### src/rtl/prog_sequencer_pkg.sv
// Shared definitions for the program sequencer: FSM states, decoder mode
// encodings and the per-program start address table.
package prog_sequencer_pkg;

  typedef enum logic [1:0] {
    IDLE = 2'b00,
    ARM  = 2'b01,
    RUN  = 2'b10,
    DONE = 2'b11
  } seq_state_t;

  localparam logic [1:0] MODE_REG = 2'b00;
  localparam logic [1:0] MODE_TGT = 2'b01;
  localparam logic [1:0] MODE_IMM = 2'b10;
  localparam logic [1:0] MODE_NOP = 2'b11;

  localparam int ADDR_W = 9;

  localparam logic [ADDR_W-1:0] PROG_START [4] = '{9'd0, 9'd128, 9'd256, 9'd384};

  function automatic logic [ADDR_W-1:0] prog_start(input logic [1:0] sel);
    return PROG_START[sel];
  endfunction

endpackage

### src/rtl/prog_sequencer_if.sv
// Sequencer <-> ROM/decoder/bench signal bundle. The master side drives run
// control and decoder results; the slave side is the sequencer itself.
interface prog_sequencer_if #(
  parameter int PC_W = 9
) ();
  logic            Start;
  logic [1:0]      ProgSel;
  logic [8:0]      Instruction;
  logic [1:0]      NextState;
  logic [8:0]      PrevInstructionOut;
  logic            BranchEn;
  logic [8:0]      BranchTarget;
  logic            Ack;
  logic [PC_W-1:0] ProgCtr;
  logic [1:0]      CurrState;
  logic [8:0]      PrevInstruction;
  logic            ExecEn;
  logic            Done;
  logic            Fault;

  modport master (
    output Start, ProgSel, Instruction, NextState, PrevInstructionOut,
           BranchEn, BranchTarget, Ack,
    input  ProgCtr, CurrState, PrevInstruction, ExecEn, Done, Fault
  );

  modport slave (
    input  Start, ProgSel, Instruction, NextState, PrevInstructionOut,
           BranchEn, BranchTarget, Ack,
    output ProgCtr, CurrState, PrevInstruction, ExecEn, Done, Fault
  );
endinterface

### src/rtl/prog_sequencer_pc.sv
// Program counter register: load has priority over increment, otherwise holds.
// at_top flags the last ROM address so the FSM can stop before wrapping.
module prog_counter #(
  parameter int PC_W = 9
) (
  input  logic            Clk,
  input  logic            Reset_n,
  input  logic            load,
  input  logic [PC_W-1:0] load_val,
  input  logic            inc,
  output logic [PC_W-1:0] pc,
  output logic            at_top
);

  // NOTE: sequential state is written with <= so every flop samples pre-edge values.
  always_ff @(posedge Clk or negedge Reset_n) begin
    if (!Reset_n)  pc <= '0;
    else if (load) pc <= load_val;
    else if (inc)  pc <= pc + PC_W'(1);
  end

  assign at_top = &pc;

endmodule

### src/rtl/prog_sequencer.sv
// Program-flow sequencer: owns PC, decoder mode and previous-instruction regs.
// Optional SEQ_CYCLE_COUNT_EN adds a saturating CycleCount of executed cycles.
module prog_sequencer
  import prog_sequencer_pkg::*;
#(
  parameter int PC_W  = 9,
  parameter int CTR_W = 16
) (
  input  logic              Clk,
  input  logic              Reset_n,
  prog_sequencer_if.slave   bus
`ifdef SEQ_CYCLE_COUNT_EN
  ,
  output logic [CTR_W-1:0]  CycleCount
`endif
);

  if (PC_W < ADDR_W) begin : g_pc_w_check
    $error("prog_sequencer: PC_W must be >= 9");
  end

  seq_state_t      state, state_nxt;
  logic            pc_load, pc_inc, at_top;
  logic [PC_W-1:0] pc_load_val, pc;
  logic            arm_clr, mode_upd, fault_set;
  logic            exec_en;
  logic [1:0]      mode;
  logic [8:0]      prev;
  logic            fault;

  prog_counter #(.PC_W(PC_W)) u_pc (
    .Clk      (Clk),
    .Reset_n  (Reset_n),
    .load     (pc_load),
    .load_val (pc_load_val),
    .inc      (pc_inc),
    .pc       (pc),
    .at_top   (at_top)
  );

  always_ff @(posedge Clk or negedge Reset_n) begin
    if (!Reset_n) state <= IDLE;
    else          state <= state_nxt;
  end

  // NOTE: every signal written here gets a default first, so no latch can be inferred.
  always_comb begin
    state_nxt = state;
    unique case (state)
      IDLE: if (bus.Start)  state_nxt = ARM;
      ARM:  if (!bus.Start) state_nxt = RUN;
      RUN: begin
        if (bus.Start)                     state_nxt = ARM;
        else if (bus.Ack)                  state_nxt = DONE;
        else if (!bus.BranchEn && at_top)  state_nxt = DONE;
      end
      DONE: if (bus.Start)  state_nxt = ARM;
      default: state_nxt = IDLE;
    endcase
  end

  // RUN priority: restart, Ack, branch, end-of-ROM fault, increment.
  always_comb begin
    pc_load     = 1'b0;
    pc_load_val = '0;
    pc_inc      = 1'b0;
    arm_clr     = 1'b0;
    mode_upd    = 1'b0;
    fault_set   = 1'b0;
    unique case (state)
      ARM: begin
        pc_load     = 1'b1;
        pc_load_val = PC_W'(prog_start(bus.ProgSel));
        arm_clr     = 1'b1;
      end
      RUN: begin
        if (!bus.Start && !bus.Ack) begin
          if (bus.BranchEn) begin
            pc_load     = 1'b1;
            pc_load_val = PC_W'(bus.BranchTarget);
            mode_upd    = 1'b1;
          end else if (at_top) begin
            fault_set   = 1'b1;
          end else begin
            pc_inc      = 1'b1;
            mode_upd    = 1'b1;
          end
        end
      end
      default: ;
    endcase
  end

  assign exec_en = (state == RUN) && !bus.Start;

  always_ff @(posedge Clk or negedge Reset_n) begin
    if (!Reset_n) begin
      mode  <= MODE_REG;
      prev  <= '0;
      fault <= 1'b0;
    end else if (arm_clr) begin
      mode  <= MODE_REG;
      prev  <= '0;
      fault <= 1'b0;
    end else begin
      if (mode_upd) begin
        mode <= bus.NextState;
        prev <= bus.PrevInstructionOut;
      end
      if (fault_set) fault <= 1'b1;
    end
  end

`ifdef SEQ_CYCLE_COUNT_EN
  always_ff @(posedge Clk or negedge Reset_n) begin
    if (!Reset_n)                        CycleCount <= '0;
    else if (state == ARM)               CycleCount <= '0;
    else if (exec_en && !(&CycleCount))  CycleCount <= CycleCount + CTR_W'(1);
  end
`endif

  assign bus.ProgCtr         = pc;
  assign bus.CurrState       = mode;
  assign bus.PrevInstruction = prev;
  assign bus.ExecEn          = exec_en;
  assign bus.Done            = (state == DONE);
  assign bus.Fault           = fault;

endmodule

### src/flat_wrapper.sv
// flat-port wrapper written by rule: the top's interface ports become plain ports
module prog_sequencer_flat import prog_sequencer_pkg::*;
#(
  parameter int PC_W  = 9,
  parameter int CTR_W = 16
)
  (Clk, Reset_n, bus_Start, bus_ProgSel, bus_Instruction, bus_NextState, bus_PrevInstructionOut, bus_BranchEn, bus_BranchTarget, bus_Ack, bus_ProgCtr, bus_CurrState, bus_PrevInstruction, bus_ExecEn, bus_Done, bus_Fault);
  prog_sequencer_if #(.PC_W(PC_W)) bus_i ();
  input  logic Clk;
  input  logic Reset_n;
  input wire logic [$bits(bus_i.Start)-1:0] bus_Start;
  input wire logic [$bits(bus_i.ProgSel)-1:0] bus_ProgSel;
  input wire logic [$bits(bus_i.Instruction)-1:0] bus_Instruction;
  input wire logic [$bits(bus_i.NextState)-1:0] bus_NextState;
  input wire logic [$bits(bus_i.PrevInstructionOut)-1:0] bus_PrevInstructionOut;
  input wire logic [$bits(bus_i.BranchEn)-1:0] bus_BranchEn;
  input wire logic [$bits(bus_i.BranchTarget)-1:0] bus_BranchTarget;
  input wire logic [$bits(bus_i.Ack)-1:0] bus_Ack;
  output wire logic [$bits(bus_i.ProgCtr)-1:0] bus_ProgCtr;
  output wire logic [$bits(bus_i.CurrState)-1:0] bus_CurrState;
  output wire logic [$bits(bus_i.PrevInstruction)-1:0] bus_PrevInstruction;
  output wire logic [$bits(bus_i.ExecEn)-1:0] bus_ExecEn;
  output wire logic [$bits(bus_i.Done)-1:0] bus_Done;
  output wire logic [$bits(bus_i.Fault)-1:0] bus_Fault;
  assign bus_i.Start = bus_Start;
  assign bus_i.ProgSel = bus_ProgSel;
  assign bus_i.Instruction = bus_Instruction;
  assign bus_i.NextState = bus_NextState;
  assign bus_i.PrevInstructionOut = bus_PrevInstructionOut;
  assign bus_i.BranchEn = bus_BranchEn;
  assign bus_i.BranchTarget = bus_BranchTarget;
  assign bus_i.Ack = bus_Ack;
  assign bus_ProgCtr = bus_i.ProgCtr;
  assign bus_CurrState = bus_i.CurrState;
  assign bus_PrevInstruction = bus_i.PrevInstruction;
  assign bus_ExecEn = bus_i.ExecEn;
  assign bus_Done = bus_i.Done;
  assign bus_Fault = bus_i.Fault;
  prog_sequencer #(.PC_W(PC_W), .CTR_W(CTR_W)) u_core (.Clk(Clk), .Reset_n(Reset_n), .bus(bus_i));
endmodule
### config.mk
export PLATFORM = sky130hd
export DESIGN_NAME = prog_sequencer_flat
export DESIGN_NICKNAME = d
export VERILOG_FILES = /design/src/rtl/prog_sequencer_pkg.sv /design/src/rtl/prog_sequencer_if.sv /design/src/rtl/prog_sequencer_pc.sv /design/src/rtl/prog_sequencer.sv /design/src/flat_wrapper.sv
export SDC_FILE = /design/constraint.sdc
export NUM_CORES = 1
export LEC_CHECK = 0
export ABC_CLOCK_PERIOD_IN_PS = 3100
export CAP_MARGIN = 20
export CELL_PAD_IN_SITES_DETAIL_PLACEMENT = 1
export CELL_PAD_IN_SITES_GLOBAL_PLACEMENT = 1
export CORE_MARGIN = 1
export CORE_UTILIZATION = 25
export CTS_BUF_LIST = sky130_fd_sc_hd__clkbuf_8
export DETAILED_ROUTE_END_ITERATION = 8
export PLACE_DENSITY = 0.72
export SYNTH_ARGS = -nofsm -noshare
export SYNTH_HDL_FRONTEND = slang
export SYNTH_SLANG_ARGS = --single-unit
### constraint.sdc
create_clock -name Clk -period 3.1 [get_ports Clk]
set_clock_uncertainty 0.2 [all_clocks]
set_input_delay 0.62 -clock Clk [delete_from_list [all_inputs] [get_ports Clk]]
set_output_delay 0.62 -clock Clk [all_outputs]
set_load 0.01 [all_outputs]
Word level (Yosys, flattened, before mapping)
Cells that the tools add are included.
{ "op_classes": {"addsub": 1, "order_cmp": 1, "eq_ne": 6, "muxes": 35, "bitwise": 1, "n_reduce_logical": 13} }
{ "op_table": {"columns": ["operator", "n"], "rows": [
  ["$mux W9", 8],
  ["$bmux W9 S2", 1],
  ["$pmux W9 S2", 1],
  ["$mux W1", 16],
  ["$mux W2", 7],
  ["$add A9 B1 Y9 const B", 1],
  ["$reduce_and A9 Y1", 1],
  ["$pmux W2 S3", 1],
  ["$reduce_bool A2 Y1", 3],
  ["$eq A2 B2 Y1 const B", 2],
  ["$ne A4 B3 Y1 const B", 1],
  ["$ge A3 B3 Y1 const B", 1],
  ["$logic_and A1 B1 Y1", 3],
  ["$logic_not A1 Y1", 3],
  ["$not A2 Y3", 1],
  ["$reduce_and A3 Y1", 1],
  ["$eq A2 B1 Y1 const B", 1],
  ["$logic_not A2 Y1", 1],
  ["$ne A2 B1 Y1 const B", 1],
  ["$ne A2 B2 Y1 const B", 1],
  ["$pmux W1 S2", 1],
  ["$reduce_or A2 Y1", 1]
]} }
{ "word_totals": {"regBits": 23, "input_bits": 36, "out_inout_bits": 23, "word_cells": 62} }

Logic depth before layout (Yosys ltp)
Gate-level depths: netlist of the first run.
{ "depth": {"word_depth": 7, "mapped_depth": 9, "ltp_nobuf": 8} }

Hierarchy
A second synthesis of the first run with hierarchy kept.
{ "unflattened": {"cells_unflattened": 125, "area_unflattened_um2": 1281.2} }
{ "modules_own_cells": {"columns": ["mod", "n_inst", "cells_each", "area_per_inst_um2", "seq_area_each_um2"], "rows": [
  ["prog_sequencer", 1, 69, 773.2, 350.3],
  ["prog_counter", 1, 56, 508.0, 225.2]
]} }

Least setup slack after synthesis of the first run
Ideal clock, no wire load.
{ "synth_timing": {"kind": "register to register", "start": "register u_core.u_pc.pc[0]", "end": "register u_core.u_pc.pc[7]", "setup_ns": 0.082, "arrival_time_ns": 2.023, "t_required_ns": 2.818, "slack_ns": 0.795, "stages_incl_launch_ff": 8, "path_buffers": 0, "synth_period_minus_slack_ns": 2.305, "cell_sequence": "dfrtp_1 > ha_1 > nand2_1 > nor3_1 > ha_1 > or4_4 > or3_1 > a31oi_1"} }
{ "synth_via": {"elab_chain_len": 6, "elab_cells_between_ends": 9, "cone_classes": "1 x add/sub; 6 x mux; 2 x reduce/logical"} }
{ "synth_lines": {"columns": ["element", "line_no", "source"], "rows": [
  ["from (decl)", "prog_sequencer_pc.sv:11", "output logic [PC_W-1:0] pc,"],
  ["from (signal assigned)", "prog_sequencer_pc.sv:18", "else if (load) pc <= load_val;"],
  ["from (signal assigned)", "prog_sequencer_pc.sv:19", "else if (inc) pc <= pc + PC_W'(1);"],
  ["parallel branches: the longest is 6 deep, another holds $add A9 B1 Y9", null, null]
]} }
Parallel ways; which one is timed is not known. The select of a mux whose other input is x is not followed.
A chain may end at the register's enable or synchronous reset.

Worst setup path in the final report of the first run
{ "layout_timing": {"start": "input port bus_Start", "end": "output port bus_ExecEn"} }
{ "layout_via": {"elab_chain_len": 2} }
{ "layout_lines": {"columns": ["element", "line_no", "source"], "rows": [
  ["from (decl)", "flat_wrapper.sv:11", "input wire logic [$bits(bus_i.Start)-1:0] bus_Start;"],
  ["$logic_not A1 Y1", null, null],
  ["$logic_and A1 B1 Y1", "prog_sequencer.sv:94", "assign exec_en = (state == RUN) && !bus.Start;"],
  ["to (decl)", "flat_wrapper.sv:22", "output wire logic [$bits(bus_i.ExecEn)-1:0] bus_ExecEn;"]
]} }
No other way between the ends.

==> results.json, run 1 <==
{
  "fin_nets": 237,
  "avgRoutedWirePerCell_um": 13.7,
  "seqPwrFrac_pct": 36.9,
  "hold_viol": 0,
  "drtAntennaViolNets": 0,
  "via_count": 1232,
  "drc": 0,
  "ys_types": 34,
  "stdcell_count": 262,
  "die_h_um": 73.0,
  "final_common_cell": "clkdlybuf4s50_1",
  "worst_ep_arrival_time_ps": 1860,
  "cp.required_ps": 2280,
  "synth_flop_cell": "dfrtp_1",
  "combPwrFrac_pct": 46.9,
  "cts_hold_buffers": 0,
  "final-setup-viol-count": 0,
  "cts_resized": 0,
  "std_cell_rows": 25,
  "multi_input_area_um2": 633,
  "io_buffers": 49,
  "ys_seq_area_share_pct": 45.6,
  "synth_top_cells_by_area": "dfrtp_1 46%, nand2_1 8.9%, a21oi_1 5.6%",
  "drtPass1Iterations": 4,
  "cp-end-kind": "output port",
  "synth_seq_cells": 23,
  "avgSynthCellArea_um2": 8.82,
  "fin_crit_ps": 2680,
  "critical_path_class": "in2out",
  "yosys_warnings": 0,
  "cts_tree": "done",
  "grt_pass1_vias": 1281,
  "power-per-cell-area_mw_per_mm2": 616,
  "viasPerCell": 4.70,
  "area_delta_synth_final_pct": 50.7,
  "finalCritPeriodShare_pct": 86.5,
  "clkTransAtPathRegs_ps": 90,
  "syn-cell-area_mm2": 0.00126,
  "internal_power_mw": 0.737,
  "synth_edf_count": 0,
  "p_sw_mw": 0.434,
  "regArea_um2": 576,
  "track_usage_pct": 14.9,
  "synthArstFlopShare_pct": 100,
  "critPathLaunchType": "input pin",
  "p_leak_nw": 0.763,
  "dieArea_mm2": 0.00533,
  "grt_pass1_wl_mm": 6.12,
  "hpwl_mm": 2.69,
  "tns_ps": 0,
  "antenna_found_initial": 0,
  "root_buffer": "clkbuf_8",
  "synth_fp_nets": 184,
  "rrSetupSlack_ps": 620,
  "cts_setup_buffers": 0,
  "gp_congestion": 0.787,
  "synth_top_area_cell": "dfrtp_1",
  "initial_core_util_pct": 26.4,
  "outcome": "finished clean",
  "synthCells": 143,
  "slew_violations": 0,
  "hold_path.class": "reg2reg",
  "initialDrtViolationCount": 64,
  "final_cell_mix": "49 x clkdlybuf4s50_1, 30 x nand2_1, 23 x dfrtp_1, 14 x a21oi_1, 8 x nor3_1",
  "regToRegEndpoint": "u_core.u_pc.pc[7]",
  "cts_buffer_depth": 2,
  "fmax_mhz": 373,
  "fillCellCount": 563,
  "irDropWorstVdd_mv": 0.273,
  "min_to": "u_core.bus.Fault",
  "io_pins": 59,
  "maxCapViolCount": 0,
  "clock_power_share_pct": 16.2,
  "clock_latency_ps": 270,
  "slew_headroom_pct": 69.6,
  "cts_sinks": 23,
  "numCtsBuffers": 3,
  "switching_share_pct": 37.1,
  "grt_max_degree": 24,
  "coreArea_mm2": 0.00479,
  "critPathMaxFanout": 5,
  "hold_depth": 2,
  "worst_pin_slew_ps": 456,
  "dieWidth_um": 73.0,
  "min_from": "u_core.bus.Fault",
  "diodes": 0,
  "rsz0062_at_grt": "false",
  "h-tree-depth": 1,
  "crit_start": "bus_Start",
  "synth_top_area_share_pct": 45.6,
  "r2r_cells": 7,
  "drt-total-wl_mm": 3.58,
  "drive_gt1_share_pct": 6.67,
  "numPlacedInstances": 258,
  "reg2reg_from": "u_core.u_pc.pc[0]",
  "grt_overflow_total": 0
}
-- Yosys cell counts, drive strengths merged, types with 2 or more instances --
cell / n
a211oi: 3
a21o: 2
nor3: 8
o32ai: 3
nor2b: 3
ha: 5
o21ai: 4
nor2: 6
a221oi: 2
or3: 3
a31oi: 3
nand2: 30
inv: 7
a21oi: 14
mux2i: 2
nand3: 2
a2bb2oi: 2
dfrtp: 23
clkbuf: 6
-- per-stage QoR --
stage	total power, mW	util (%)	hold WS [ps]	worst slack [ps]	area [um2]
after floorplan	0.735	-	124	795	1260
after global placement	0.985	38.7	280	342	1850
after detailed placement	0.994	38.7	305	312	1850
after CTS	1.19	39.7	325	402	1900
after global routing	1.27	39.7	348	366	1900
final	1.17	39.7	319	420	1900
-- sequential cells by signal (all words and copies together), names as in the netlist --
signal	count
u_core.bus.CurrState	2
u_core.bus.Fault	1
u_core.bus.PrevInstruction	9
u_core.state	2
u_core.u_pc.pc	9
-- worst max path at each step --
stage | to | slack [ps]
after floorplan | u_core.u_pc.pc[7] | 790
after global placement | u_core.u_pc.pc[7] | 340
after detailed placement | u_core.u_pc.pc[7] | 310
after CTS | bus_ExecEn | 400
after global routing | bus_ExecEn | 370
final | bus_ExecEn | 420
-- cells by family (layout without fill, tap and decap cells) --
family          count (synthesis)  in the layout  synth area share, %
simple gates                   59             59                 22.4
compound gates                 39             39                 20.3
flops                          23             23                 45.6
buf+inv                        14             66                 4.17
fa+ha+maj                       5              5                 4.96
mux                             3              3                 2.48
-- routing by layer --
| layer | track usage (%) | vias up | wire length (um) |
|---|---|---|---|
| met5 | 0 | - | 0 |
| met4 | 6.54 | 0 | 70 |
| met3 | 2.21 | 6 | 136 |
| met2 | 22.3 | 28 | 1590 |
| met1 | 21.1 | 581 | 1780 |
| li1 | - | 617 | - |
-- layout make-up --
cell class                      instances  area share, %
Inverter                                7           1.38
Multi-Input combinational cell        106           33.3
Clock buffer                            3           2.17
Timing Repair Buffer                   55           28.2
Tap cell                               67           4.41
Sequential cell                        23           30.3
Clock inverter                          1          0.263
-- critical path, stage by stage --
cell and delay, ps:
clkdlybuf4s50_1 430, buf_4 160, nor2b_1 110, clkdlybuf4s50_1 540
-- power by group through the flow --
stage | clock network, mW | registers, mW | logic (mW)
finish | 0.190 | 0.432 | 0.549
global route | 0.213 | 0.444 | 0.611
CTS | 0.199 | 0.434 | 0.557
detailed placement | 0 | 0.440 | 0.554
global placement | 0 | 0.439 | 0.546
floorplan | 0 | 0.454 | 0.281
Power figures use the tool's default switching activity.
==> run 2, diff against run 1 <==
--- a/config.mk
+++ b/config.mk
@@ -5,7 +5,7 @@
 export SDC_FILE = /design/constraint.sdc
 export NUM_CORES = 1
 export LEC_CHECK = 0
-export ABC_CLOCK_PERIOD_IN_PS = 3100
+export ABC_CLOCK_PERIOD_IN_PS = 2300
 export CAP_MARGIN = 20
 export CELL_PAD_IN_SITES_DETAIL_PLACEMENT = 1
 export CELL_PAD_IN_SITES_GLOBAL_PLACEMENT = 1
@@ -13,7 +13,7 @@
 export CORE_UTILIZATION = 25
 export CTS_BUF_LIST = sky130_fd_sc_hd__clkbuf_8
 export DETAILED_ROUTE_END_ITERATION = 8
-export PLACE_DENSITY = 0.72
+export PLACE_DENSITY = 0.75
 export SYNTH_ARGS = -nofsm -noshare
 export SYNTH_HDL_FRONTEND = slang
 export SYNTH_SLANG_ARGS = --single-unit
==> constraint.sdc (replaced) <==
create_clock -name Clk -period 2.3 [get_ports Clk]
set_clock_uncertainty 0.2 [all_clocks]
set_input_delay 0.46 -clock Clk [delete_from_list [all_inputs] [get_ports Clk]]
set_output_delay 0.46 -clock Clk [all_outputs]
set_load 0.01 [all_outputs]
==> results.json, run 2 (same netlist as run 1, synthesis figures left out) <==
{
  "numPlacedInstances": 276,
  "r2r_cells": 6,
  "worst_ep_arrival_time_ps": 2280,
  "cts_hold_buffers": 0,
  "min_to": "u_core.bus.Fault",
  "power-per-cell-area_mw_per_mm2": 826,
  "hold_viol": 0,
  "p_leak_nw": 0.857,
  "cts_tree": "done",
  "track_usage_pct": 17.1,
  "outcome": "finished clean",
  "final.setup.worst_slack_ps": 24.5,
  "numCtsBuffers": 3,
  "clock_latency_ps": 270,
  "grt_pass1_vias": 1388,
  "drt-total-wl_mm": 4.13,
  "pre_cts_ws_ps": -298,
  "root_buffer": "clkbuf_8",
  "drc": 0,
  "final_common_cell": "clkdlybuf4s50_1",
  "std_cell_rows": 25,
  "max_stage_delay_ps": 430,
  "cp.required_ps": 2300,
  "io_pins": 59,
  "initialDrtViolationCount": 20,
  "hold_depth": 2,
  "io_buffers": 49,
  "drtPass1Iterations": 4,
  "stdcell_count": 281,
  "clock_power_share_pct": 15.2,
  "combPwrFrac_pct": 51.7,
  "fin_util_pct": 43.3,
  "grt_pass1_wl_mm": 6.84,
  "cp_top_family": "simple AND/OR/NAND/NOR gates",
  "final_cell_mix": "48 x clkdlybuf4s50_1, 29 x nand2_1, 24 x buf_4, 23 x dfrtp_1, 14 x a21oi_1",
  "avgRoutedWirePerCell_um": 14.7,
  "reg2reg_from": "u_core.state[0]",
  "min_from": "u_core.bus.Fault",
  "slew_violations": 0,
  "coreArea_mm2": 0.00479,
  "worst_pin_slew_ps": 309,
  "irDropWorstVdd_mv": 0.447,
  "switching_share_pct": 37.1,
  "diodes": 0,
  "cp-end-kind": "flip-flop",
  "h-tree-depth": 1,
  "whs_ps": 317,
  "maxCapViolCount": 0,
  "clkTransAtPathRegs_ps": 90,
  "final-setup-viol-count": 0,
  "antenna_found_initial": 0,
  "critical-path-slowest-cell": "clkdlybuf4s50_1",
  "fin_crit_ps": 2280,
  "regToRegEndpoint": "u_core.u_pc.pc[7]",
  "dieArea_mm2": 0.00533,
  "area_delta_synth_final_pct": 64.3,
  "cts_buffer_depth": 2,
  "critPathMaxFanout": 2,
  "seqPwrFrac_pct": 33.1,
  "viasPerCell": 4.73,
  "rrSetupSlack_ps": 30,
  "drtAntennaViolNets": 0,
  "critical_path_class": "in2reg",
  "fmax_mhz": 439,
  "finalCritPeriodShare_pct": 98.9,
  "die_h_um": 73.0,
  "grt_overflow_total": 0,
  "hpwl_mm": 3.12,
  "critPathLaunchType": "input pin",
  "slew_headroom_pct": 79.4,
  "p_sw_mw": 0.636,
  "rsz0062_at_grt": "true",
  "fin_nets": 256,
  "dieWidth_um": 73.0,
  "via_count": 1329,
  "power_mw": 1.71,
  "grt_max_degree": 24,
  "internal_power_mw": 1.08,
  "hold_path.class": "reg2reg",
  "path_cells": "clkdlybuf4s50_1 > or3b_4 > or4_4 > or3_1 > a31oi_1",
  "cts_sinks": 23,
  "gp_congestion": 0.841,
  "drive_gt1_share_pct": 18.2,
  "initial_core_util_pct": 26.4,
  "worst-path-buf-inv": 1
}
[run 2: power by group through the flow]
stage               registers (mW)  clock network, mW  logic (mW)
finish                       0.566              0.260       0.886
global route                 0.579              0.282       0.969
CTS                          0.567              0.272       0.885
detailed placement           0.571                  0       0.871
global placement             0.564                  0       0.851
floorplan                    0.613                  0       0.381
[run 2: area by class of cell]
class | instances | area, um2
clock inverters | 1 | 5.00
fillers | 557 | 2710
multi-input cells | 106 | 651
flip-flops and latches | 23 | 576
well taps | 67 | 83.8
inverters | 7 | 26.3
repair buffers | 74 | 689
clock buffers | 3 | 41.3
[run 2: worst min-delay path: stages, from the launching register on]
cell     delay (ps)
dfrtp_1         360
a21oi_1          50
nor2_1           70
[run 2: worst max-delay path by stage]
| stage | to | from | cells after the start |
|---|---|---|---|
| final | u_core.u_pc.pc[7] | bus_Start | 5 |
| after global routing | u_core.u_pc.pc[7] | u_core.state[0] | 6 |
| after CTS | u_core.u_pc.pc[7] | u_core.state[0] | 6 |
| after detailed placement | u_core.u_pc.pc[6] | bus_Start | 6 |
| after global placement | u_core.u_pc.pc[7] | bus_Start | 5 |
| after floorplan | u_core.u_pc.pc[7] | u_core.u_pc.pc[0] | 7 |
[run 2: metrics by stage]
stage,TNS (ps),area (um2)
2_1_floorplan,0,1260
3_3_place_gp,-1880,2000
3_5_place_dp,-2050,2000
4_1_cts,-7.05,2060
5_1_grt,-22.9,2070
6_report,0,2070
[run 2: metal layers]
metal | GRT usage (%) | part of all wire [%] | vias to the layer above | wire [um]
met5 | 0 | 0 | - | 0
met4 | 7.84 | 1.6 | 0 | 64
met3 | 1.52 | 2.7 | 4 | 110
met2 | 26.9 | 48 | 22 | 1980
met1 | 23.7 | 48 | 652 | 1970
li1 | - | - | 651 | -
[run 2: timing repair]
item	CTS	global route
setup endpoints to repair	3	4
setup buffers	0	1
pin swaps	1	4
gates cloned	0	0
gates resized for setup	4	4
hold endpoints to repair	0	0
